<file path="src/rtl/tt_response_checker_idle_timer.sv">
// Saturating idle counter: counts ticks since the last clear and flags when the
// count has reached TIMEOUT-1, i.e. the next idle tick would exceed the budget.
module tt_idle_timer #(
  parameter int TIMEOUT = 16
) (
  input  logic clk,
  input  logic rst_n,
  input  logic clear,
  input  logic tick,
  output logic expired
);

  localparam int CW = (TIMEOUT > 1) ? $clog2(TIMEOUT) : 1;
  localparam logic [CW-1:0] LIMIT = CW'(TIMEOUT - 1);

  logic [CW-1:0] cnt_q;
  logic [CW-1:0] cnt_d;

  // Next count: clear dominates, otherwise count up and hold at the limit.
  always_comb begin
    cnt_d = cnt_q;
    if (clear) begin
      cnt_d = {CW{1'b0}};
    end else if (tick && (cnt_q != LIMIT)) begin
      cnt_d = cnt_q + CW'(1);
    end else begin
      cnt_d = cnt_q;
    end
  end

  // Counter register with synchronous active-low reset.
  always_ff @(posedge clk) begin
    if (!rst_n) begin
      cnt_q <= {CW{1'b0}};
    end else begin
      cnt_q <= cnt_d;
    end
  end

  assign expired = (cnt_q == LIMIT);

endmodule

</file>
<file path="config.mk">
export PLATFORM = sky130hd
export DESIGN_NAME = tt_idle_timer
export DESIGN_NICKNAME = d
export VERILOG_FILES = /design/src/rtl/tt_response_checker_idle_timer.sv
export SDC_FILE = /design/constraint.sdc
export NUM_CORES = 1
export LEC_CHECK = 0
export BUFFER_PORTS_ARGS = -buffer_cell sky130_fd_sc_hd__buf_2
export CAP_MARGIN = 20
export CORE_AREA = 2 2 39 41
export CTS_BUF_LIST = sky130_fd_sc_hd__clkbuf_8
export CTS_CLUSTER_DIAMETER = 60
export DETAILED_ROUTE_END_ITERATION = 10
export DIE_AREA = 0 0 41 43
export GPL_TIMING_DRIVEN = 1
export PLACE_DENSITY = 0.41
export REMOVE_ABC_BUFFERS = 1
export SLEW_MARGIN = 15
export SYNTH_ARGS = -nofsm -noshare
export SYNTH_HDL_FRONTEND = slang
export SYNTH_SLANG_ARGS = --single-unit
</file>
<file path="constraint.sdc">
create_clock -name clk -period 1.5 [get_ports clk]
set_clock_uncertainty 0.05 [all_clocks]
set_input_delay 0.075 -clock clk [delete_from_list [all_inputs] [get_ports clk]]
set_output_delay 0.075 -clock clk [all_outputs]
set_load 0.05 [all_outputs]
</file>
# == Word level (Yosys, flattened, before mapping) ==
# Cells that the tools add are included.
# W data, S select, Z words.
# word_totals
memories,0
in_bits,4
ram_bits,0
output_inout_bits,1
latch_bits,0
ff_bits,4
romBits,0
# classes
order_cmp,0
shifts,0
multipliers,0
add_sub_neg,1
muxes,0
div_mod_pow,0
n_eq_ne,2
n_reduce_logical,2
bitwise,1
# ops
op,count
$add A4 B1 Y4 const B,1
$eq A4 B4 Y1 const B,1
$ne A4 B4 Y1 const B,1
$reduce_or A2 Y1,1
$logic_and A1 B1 Y1,1
$not A1 Y1,1

# == Depth between registers and ports, before layout ==
# Gate-level depths: netlist (run 1).
# depth
depth_word,2
depth_mapped,5
depth_no_buf,4

# == Least setup slack after synthesis (run 1) ==
# Ideal clock, no wire load.
# synth_timing
kind,flip-flop to flip-flop
startpoint,register cnt_q[0]
endpoint,register cnt_q[0]
stages_incl_launch_ff,6
required_ns,1.380
synth_period_minus_slack_ns,1.393
arrival_ns,1.273
setup_slack_ns,0.107
setup_time_ns,0.070
path_cell_list,dfxtp_1 -> ha_1 -> and3_1 -> buf_6 -> or3_1 -> a21oi_1
# synth_between
elab_chain_len,2
# synth_rtl
item,line_no,source
start: declaration,16,logic [CW-1:0] cnt_q;
start signal: assignment,34,cnt_q <= {CW{1'b0}};
start signal: assignment,36,cnt_q <= cnt_d;
branches (longest 2 deep; another with $add A4 B1 Y4),-,
# Parallel ways; which one is timed is not known.
# A chain may end at the register's enable or synchronous reset.

# == Worst setup path in the final report (run 1) ==
# layout_timing
startpoint,register cnt_q[0]
endpoint,output port expired
# layout_between
elab_chain_len,1
# layout_rtl
item,line_no,source
$eq A4 B4 Y1,40,assign expired = (cnt_q == LIMIT);
end: declaration,10,output logic expired
# Every way passes these cells.

==> results of run 1 <==
## area by class of cell
class | count | area, sq um | area share
multi-input cells | 16 | 104 | 0.382
repair buffers | 4 | 22.5 | 0.0829
well taps | 16 | 20.0 | 0.0737
inverters | 1 | 3.75 | 0.0138
flip-flops and latches | 4 | 80.1 | 0.295
clock buffers | 3 | 41.3 | 0.152
## routing by layer
metal / vias up / global-route usage / share of wire
met4: 0 / 0.0600 / 0.030
met1: 73 / 0.0806 / 0.49
met5: - / 0 / 0
li1: 93 / - / -
met3: 2 / 0.0314 / 0.13
met2: 7 / 0.0563 / 0.35
## worst min-delay path, delay by kind of cell
kind,cells,cell delay [ns]
AOI/OAI and AO/OA,1,0.06
buffers and inverters,1,0.13
and+or+nand+nor,1,0.08
## worst max path at each step
stage             start  endpoint  slack [ns]  cells past startpoint
2_1_floorplan  cnt_q[0]  cnt_q[0]       -0.02                      4
3_3_place_gp   cnt_q[0]  cnt_q[0]        0.17                      4
3_5_place_dp   cnt_q[0]  cnt_q[0]        0.16                      4
4_1_cts        cnt_q[0]   expired        0.05                      3
5_1_grt        cnt_q[0]  cnt_q[0]        0.04                      4
6_report       cnt_q[0]   expired        0.14                      3
## metrics by stage
step	hold slack (ns)	total power, W	std cells	TNS (ns)	cell area (sq um)
5_1_grt	0.175	0.000357	44	0	272
4_1_cts	0.128	0.000350	44	0	268
3_3_place_gp	0.342	0.000124	41	0	226
2_1_floorplan	0.188	0.000118	21	-0.0164	186
6_report	0.130	0.000346	44	0	272
3_5_place_dp	0.349	0.000124	41	0	226
## logic make-up after synthesis
family,count (synthesis),synth area share
compound gates,7,0.177
fa+ha+maj,1,0.0633
buf+inv,2,0.0759
flops,4,0.405
simple gates,8,0.279
## power groups by stage
stage | registers (W) | clock network [W] | logic [W]
2_1_floorplan | 0.000111 | 0 | 0.00000640
3_3_place_gp | 0.000112 | 0 | 0.0000123
3_5_place_dp | 0.000112 | 0 | 0.0000124
4_1_cts | 0.000110 | 0.000227 | 0.0000126
5_1_grt | 0.000110 | 0.000231 | 0.0000152
6_report | 0.000110 | 0.000223 | 0.0000126
## placed cells by master, fill, tap and decap left out
cell      instances
a21oi_1           4
buf_2             3
clkbuf_4          1
dfxtp_1           4
or3_1             1
o21ai_1           3
nand4_1           1
or2_0             1
nor3_1            1
clkinv_1          1
nand2b_1          1
and3_2            1
clkbuf_8          3
ha_1              1
nand3b_1          1
and4b_2           1
==> metrics, run 1 <==
most flop-heavy register cnt_q; max incr delay on CP 0.35 ns; Yosys top cell area share 0.405; share of power burned in registers 0.319; DRC Markers 0; # fillers between 150 and 200; first drt pass iteration count 1; WL final 336 um; Slew Limit Fails 0; Mean Syn Cell Area 8.99 sq um; # IOs 5; Min-Delay Endpoint cnt_q[1]; buffers and inverters on the worst path 1; antenna viol nets, final 0; CP Cell Sequence ha_1 -> and3_2 -> clkbuf_4; PostCTS Resize Cnt 0; setup slack after layout approximately 0.14 ns; Max VDD drop between 0.3 and 0.4 mV; nets 35; num rows 14; top_reg_cell synth dfxtp_1; Max-cap violations 0; Clock transition at path regs 0.03 ns; Rel. slew slack 0.895; port bufs 4; starting density of the core 0.143; Switch Pwr ~0.000060 W; Num Clock Sinks 4; global route overflow 0; Netlist Area Pre-Place a little under 200 sq um; number of setup violations in the final report 0; Synth Instances 22; clk buf depth 2; Yosys reg bits 4; Setup crit end kind primary output; largest net degree at the start of global routing 7; final count of hold timing violations 0; TritonCTS clock tree built; EDFF count, synth 0; WP data required approximately 1.4 ns; Worst R2R End cnt_q[0]; post-layout util 0.196; Worst Setup Start Kind flop; switching share of power 0.174; Largest regs cnt_q: 4 flops; Post-DP HPWL 273 um; area grow syn2layout 37.3%; Int Power 0.000286 W; period utilization 0.908; Clock Power Share 0.645; die height 43 um; Tot GR Track Use 0.0583; die extent in x 41 um; HP Start tick; via count 175; Seq/Total Area, Yosys 0.405; layout cell share with drive strength beyond 1 0.321; vias in the first global route 164; fin crit period 1.36 ns; drt wl/cell 7.64 um; Worst Hold Class primary input to flop; Core Region 1380 sq um; CTS Buf Count 3; Pwr Density 1270 nW/um^2; post-synth cell types 14; initial antenna violation count 0; DR iter-0 viols 0; CP max-delay cell dfxtp_1; unrepaired setup endpoints after global routing false; arrival time at the worst endpoint ~1.2 ns; n_diodes 0; area leader, netlist dfxtp_1; f_max 734 MHz; Cells on Worst Hold Path 3; latest clock arrival within the worst-skew pair 0.21 ns; max reg flops 4; htree depth 1; ys async rst share 0; critical path class flop to primary output; crit-path leading delay family flip-flops; Die Area around 1800 sq um; register-to-register setup slack 0.15 ns; CTS Hold Bufs 0; CTS root buf clkbuf_8; Leakage 0.107 nW; synth top area cells dfxtp_1, a21oi_1, o21ai_1; # Post-CTS Setup Buffers 0; first-pass GRT wire length about 650 um; gpl congestion 0.641; Synth top cells by count a21oi_1, dfxtp_1, o21ai_1; Ys Warns 0; vias per cell 3.98; combinational share of power 0.036; Worst Tran Pin Value 0.158 ns; worst slack, placed 0.155 ns; largest fanout on the critical path 6; R2R depth 4; outcome finished clean; RR Startpoint cnt_q[0]
Power figures use the tool's default switching activity.
==> run 2, diff against run 1 <==
--- a/config.mk
+++ b/config.mk
@@ -5,13 +5,14 @@
 export SDC_FILE = /design/constraint.sdc
 export NUM_CORES = 1
 export LEC_CHECK = 0
+export ABC_CLOCK_PERIOD_IN_PS = 1500
 export BUFFER_PORTS_ARGS = -buffer_cell sky130_fd_sc_hd__buf_2
 export CAP_MARGIN = 20
-export CORE_AREA = 2 2 39 41
+export CORE_AREA = 10 10 47 49
 export CTS_BUF_LIST = sky130_fd_sc_hd__clkbuf_8
 export CTS_CLUSTER_DIAMETER = 60
 export DETAILED_ROUTE_END_ITERATION = 10
-export DIE_AREA = 0 0 41 43
+export DIE_AREA = 0 0 57 59
 export GPL_TIMING_DRIVEN = 1
 export PLACE_DENSITY = 0.41
 export REMOVE_ABC_BUFFERS = 1
==> run 2 against run 1 <==
  * Flip-flop and latch count unchanged
  * Die area rose by 91%
  * Clock power down 2%
  * Power shrank 1.4%
  * First-iteration DRC count rose by 5
  * Maximum frequency shrank 0.79%
  * Register-to-register slack lost 0.02 ns
  * Combinational power barely moved
  * Critical endpoint is now cnt_q[0]
  * Highest routed layer unchanged
  * Largest cell class unchanged
==> metrics, run 2 (synthesis gave the netlist of run 1 again) <==
DR iter-0 viols 5 (+5); n_diodes 0 (unchanged); gpl congestion 0.693 (+8.1%); Setup crit end kind flop; CTS Hold Bufs 0 (unchanged); unrepaired setup endpoints after global routing false; Leakage 0.107 nW (+0.55%); largest net degree at the start of global routing 7 (unchanged); htree depth 1 (unchanged); drt wl/cell 9.02 um (+18%); die height 59 um (+37%); global route overflow 0 (unchanged); Max VDD drop 0.414 mV (+25%); WP data required 1.59 ns (+0.22 ns); layout cell share with drive strength beyond 1 0.321 (unchanged); Setup TNS 0 ns (unchanged); initial antenna violation count 0 (unchanged); num rows 14 (unchanged); first drt pass iteration count 2 (+1); via count 176 (+0.57%); outcome finished clean; Worst Setup Start Kind flop; fin crit period 1.37 ns (+0.0109 ns); Pwr Density 1260 nW/um^2 (-1.4%); port bufs 4 (unchanged); placed instance area 226 sq um (unchanged); Tot GR Track Use 0.0319 (-0.0264); nets 35 (unchanged); latest clock arrival within the worst-skew pair 0.21 ns (about the same); # fillers 161 (+1.3%); die extent in x 57 um (+39%); largest fanout on the critical path 6 (unchanged); Worst Tran Pin Value 0.136 ns (-0.0225 ns); Clock transition at path regs 0.03 ns (about the same); vias in the first global route 194 (+18%); # Post-CTS Setup Buffers 0 (unchanged); arrival time at the worst endpoint 1.47 ns (+0.23 ns); starting density of the core 0.141 (-0.00179); period utilization 0.915 (+0.00725); clk buf depth 2 (unchanged); Largest regs cnt_q: 4 flops; vias per cell 4.00 (+0.57%); Worst Hold Class primary input to flop; number of setup violations in the final report 0 (unchanged); PostCTS Resize Cnt 0 (unchanged); TritonCTS clock tree built; antenna viol nets, final 0 (unchanged); Core Region 1400 sq um (+1.3%); CTS Buf Count 3 (unchanged); Max-cap violations 0 (unchanged); max reg flops 4 (unchanged); CTS root buf clkbuf_8; Slew Limit Fails 0 (unchanged); Num Clock Sinks 4 (unchanged); Post-DP HPWL 327 um (+20%); final instance area 272 sq um (unchanged); DRC Markers 0 (unchanged); Die Area 3360 sq um (+91%); f_max 729 MHz (-0.79%); final count of hold timing violations 0 (unchanged); WL final 397 um (+18%); critical path class flop to flop; most flop-heavy register cnt_q; # IOs 5 (unchanged); area grow syn2layout 37.3% (unchanged); commonest non-fill, non-tap cells in the layout a21oi_1, dfxtp_1, o21ai_1, clkbuf_8, buf_2; Rel. slew slack 0.909 (+0.0143); first-pass GRT wire length 752 um (+16%)
## run 2: cell type report
type	instances	area, sq um	share of cell area
clock buffers	3	41.3	0.152
repair buffers	4	22.5	0.0829
inverters	1	3.75	0.0138
well taps	16	20.0	0.0737
flip-flops and latches	4	80.1	0.295
multi-input cells	16	104	0.382
## run 2: path summary, 6_finish.rpt
path	end	cells after the start	slack, ns	start
worst max-delay path	cnt_q[0]	4	0.13	cnt_q[0]
worst min-delay path	cnt_q[1]	3	0.13	tick
worst max register to register	cnt_q[0]	4	0.13	cnt_q[0]
worst min register to register	cnt_q[3]	2	0.45	cnt_q[3]
## run 2: where the power goes
| part | internal (W) | switching, W | leakage, nW |
|---|---|---|---|
| sequential | 0.000109 | 0.00000143 | 0.0324 |
| clock | 0.000170 | 0.0000479 | 0.0216 |
| combinational | 0.00000607 | 0.00000624 | 0.0533 |
| total | 0.000285 | 0.0000556 | 0.107 |
## run 2: per-layer routing
layer	part of all wire	track usage
met2	0.58	0.0450
met4	0.010	0.0503
met1	0.33	0.0224
met3	0.071	0.0236
met5	0	0
## run 2: critical path: stages, from the launching register on
cell,delay [ns]
dfxtp_1,0.32
ha_1,0.23
and3_2,0.26
or3_1,0.32
a21oi_1,0.14
## run 2: metrics by stage
step	power (W)	util	std cells	setup WS, ns	hold slack (ns)
detailed placement	0.000124	0.162	41	0.147	0.352
floorplan	0.000118	-	21	-0.0164	0.188
finish	0.000341	0.194	44	0.128	0.131
CTS	0.000352	0.191	44	0.0377	0.127
global route	0.000363	0.194	44	0.0440	0.158
global placement	0.000124	0.162	41	0.165	0.341
==> run 3, diff against run 2 <==
--- a/config.mk
+++ b/config.mk
@@ -5,7 +5,7 @@
 export SDC_FILE = /design/constraint.sdc
 export NUM_CORES = 1
 export LEC_CHECK = 0
-export ABC_CLOCK_PERIOD_IN_PS = 1500
+export ABC_CLOCK_PERIOD_IN_PS = 1700
 export BUFFER_PORTS_ARGS = -buffer_cell sky130_fd_sc_hd__buf_2
 export CAP_MARGIN = 20
 export CORE_AREA = 10 10 47 49
==> constraint.sdc (replaced) <==
create_clock -name clk -period 1.7 [get_ports clk]
set_clock_uncertainty 0.05 [all_clocks]
set_input_delay 0.085 -clock clk [delete_from_list [all_inputs] [get_ports clk]]
set_output_delay 0.085 -clock clk [all_outputs]
set_load 0.05 [all_outputs]
==> run 3 against run 2 <==
  * Wire length decreased by 0.25%
  * Hold slack improved by 0.010 ns
  * Core utilization decreased by 0.27 points
  * Setup slack improved by 0.10 ns
  * Combinational power decreased by 11%
  * Sequential power decreased by 11%
  * First-iteration DRC count unchanged
  * Critical endpoint is now expired
  * Via count increased by 1.1%
  * Count of clock-buffer cells in the layout unchanged
  * Flip-flop and latch count unchanged
  * Final area decreased by 1.4%
==> metrics, run 3 (synthesis gave the netlist of run 1 again) <==
Worst Setup Start Kind flop; vias in the first global route 194 (unchanged); CTS Hold Bufs 0 (unchanged); CTS Buf Count 3 (unchanged); starting density of the core 0.141 (unchanged); latest clock arrival within the worst-skew pair 0.21 ns (about the same); Num Clock Sinks 4 (unchanged); DRC Markers 0 (unchanged); number of setup violations in the final report 0 (unchanged); Worst Tran Pin Value 0.254 ns (+0.118 ns); CP max-delay cell dfxtp_1; Worst Hold Class primary input to flop; # IOs 5 (unchanged); Post-DP HPWL 327 um (unchanged); Clock transition at path regs 0.03 ns (about the same); final instance area 268 sq um (-1.4%); DR iter-0 viols 5 (unchanged); gpl congestion 0.693 (unchanged); Pwr Density 1120 nW/um^2 (-11%); register area 80.1 sq um (unchanged); htree depth 1 (unchanged); # fillers 162 (+0.62%); vias per cell 4.05 (+1.1%); outcome finished clean; critical path class flop to primary output; final count of hold timing violations 0 (unchanged); largest fanout on the critical path 6 (unchanged); WP data required 1.56 ns (-0.03 ns); Largest regs cnt_q: 4 flops; via count 178 (+1.1%); Tot GR Track Use 0.0319 (unchanged); max reg flops 4 (unchanged); initial antenna violation count 0 (unchanged); PostCTS Resize Cnt 0 (unchanged); CP Cell Sequence ha_1 -> and3_1 -> buf_2; Core Region 1400 sq um (unchanged); Finished Layout Cells 44 (unchanged); drt wl/cell 9.00 um (-0.25%); first drt pass iteration count 2 (unchanged); Setup crit end kind primary output; Leakage 0.108 nW (+0.65%); TritonCTS clock tree built; Inst Count DP 41 (unchanged); Rel. slew slack 0.832 (-0.0767); CTS root buf clkbuf_8; placed instance area 226 sq um (unchanged); port bufs 4 (unchanged); die height 59 um (unchanged); Setup TNS 0 ns (unchanged); most flop-heavy register cnt_q; period utilization 0.863; commonest non-fill, non-tap cells in the layout a21oi_1, dfxtp_1, buf_2; f_max 681 MHz; Slew Limit Fails 0 (unchanged); antenna viol nets, final 0 (unchanged); area grow syn2layout 35.4%; layout cell share with drive strength beyond 1 0.286 (-0.0357); first-pass GRT wire length 752 um (unchanged); Max-cap violations 0 (unchanged); # Post-CTS Setup Buffers 0 (unchanged); Max VDD drop 0.365 mV (-12%); Die Area 3360 sq um (unchanged); n_diodes 0 (unchanged); post-layout util 0.191 (-0.00268); fin crit period 1.47 ns; nets 35 (unchanged); clk buf depth 2 (unchanged); die extent in x 57 um (unchanged); WL final 396 um (-0.25%); arrival time at the worst endpoint 1.33 ns (-0.14 ns); area of the multi-input gates 103 sq um (-1.2%); max incr delay on CP 0.35 ns (+0.03 ns); num rows 14 (unchanged); unrepaired setup endpoints after global routing false; largest net degree at the start of global routing 7 (unchanged); global route overflow 0 (unchanged)
## run 3: cell count changes in the layout (fill, tap and decap cells not counted)
| cell | previous run | this run |
|---|---|---|
| and3_1 | 0 | 1 |
| and3_2 | 1 | 0 |
| buf_2 | 3 | 4 |
| buf_4 | 1 | 0 |
## run 3: routing by layer
layer,wire length (um),GRT usage,up-vias
met1,130,0.0224,81
met5,0,0,-
li1,-,-,92
met3,28,0.0236,2
met2,232,0.0450,3
met4,4,0.0503,0
## run 3: cell type report
cell class	instances	area share
multi-input cells	16	0.383
flip-flops and latches	4	0.299
repair buffers	4	0.0748
clock buffers	3	0.154
inverters	1	0.0140
well taps	16	0.0748
## run 3: worst max-delay path: cells and delay by family, from the launching register on
family	cells	cell delay, ns
buffers and inverters	1	0.30
and+or+nand+nor	1	0.27
DFF	1	0.35
adders and majority gates	1	0.20
## run 3: path summary, 6_finish.rpt
path / start / to / slack, ns / cells after the start
worst max register to register: cnt_q[0] / cnt_q[0] / 0.33 / 4
worst max-delay path: cnt_q[0] / expired / 0.23 / 3
worst min-delay path: tick / cnt_q[1] / 0.14 / 3
worst min register to register: cnt_q[3] / cnt_q[3] / 0.45 / 2
## run 3: per-stage QoR
stage	hold slack, ns	setup slack (ns)	power (W)
floorplan	0.198	0.184	0.000104
global route	0.168	0.127	0.000320
CTS	0.137	0.228	0.000310
detailed placement	0.362	0.347	0.000110
global placement	0.351	0.365	0.000109
finish	0.142	0.232	0.000301
## run 3: power breakdown
group	switching [W]	internal (W)	total, W	leakage, nW
registers	0.00000126	0.0000961	0.0000974	0.0324
logic	0.00000550	0.00000536	0.0000109	0.0540
clock network	0.0000423	0.000150	0.000193	0.0216
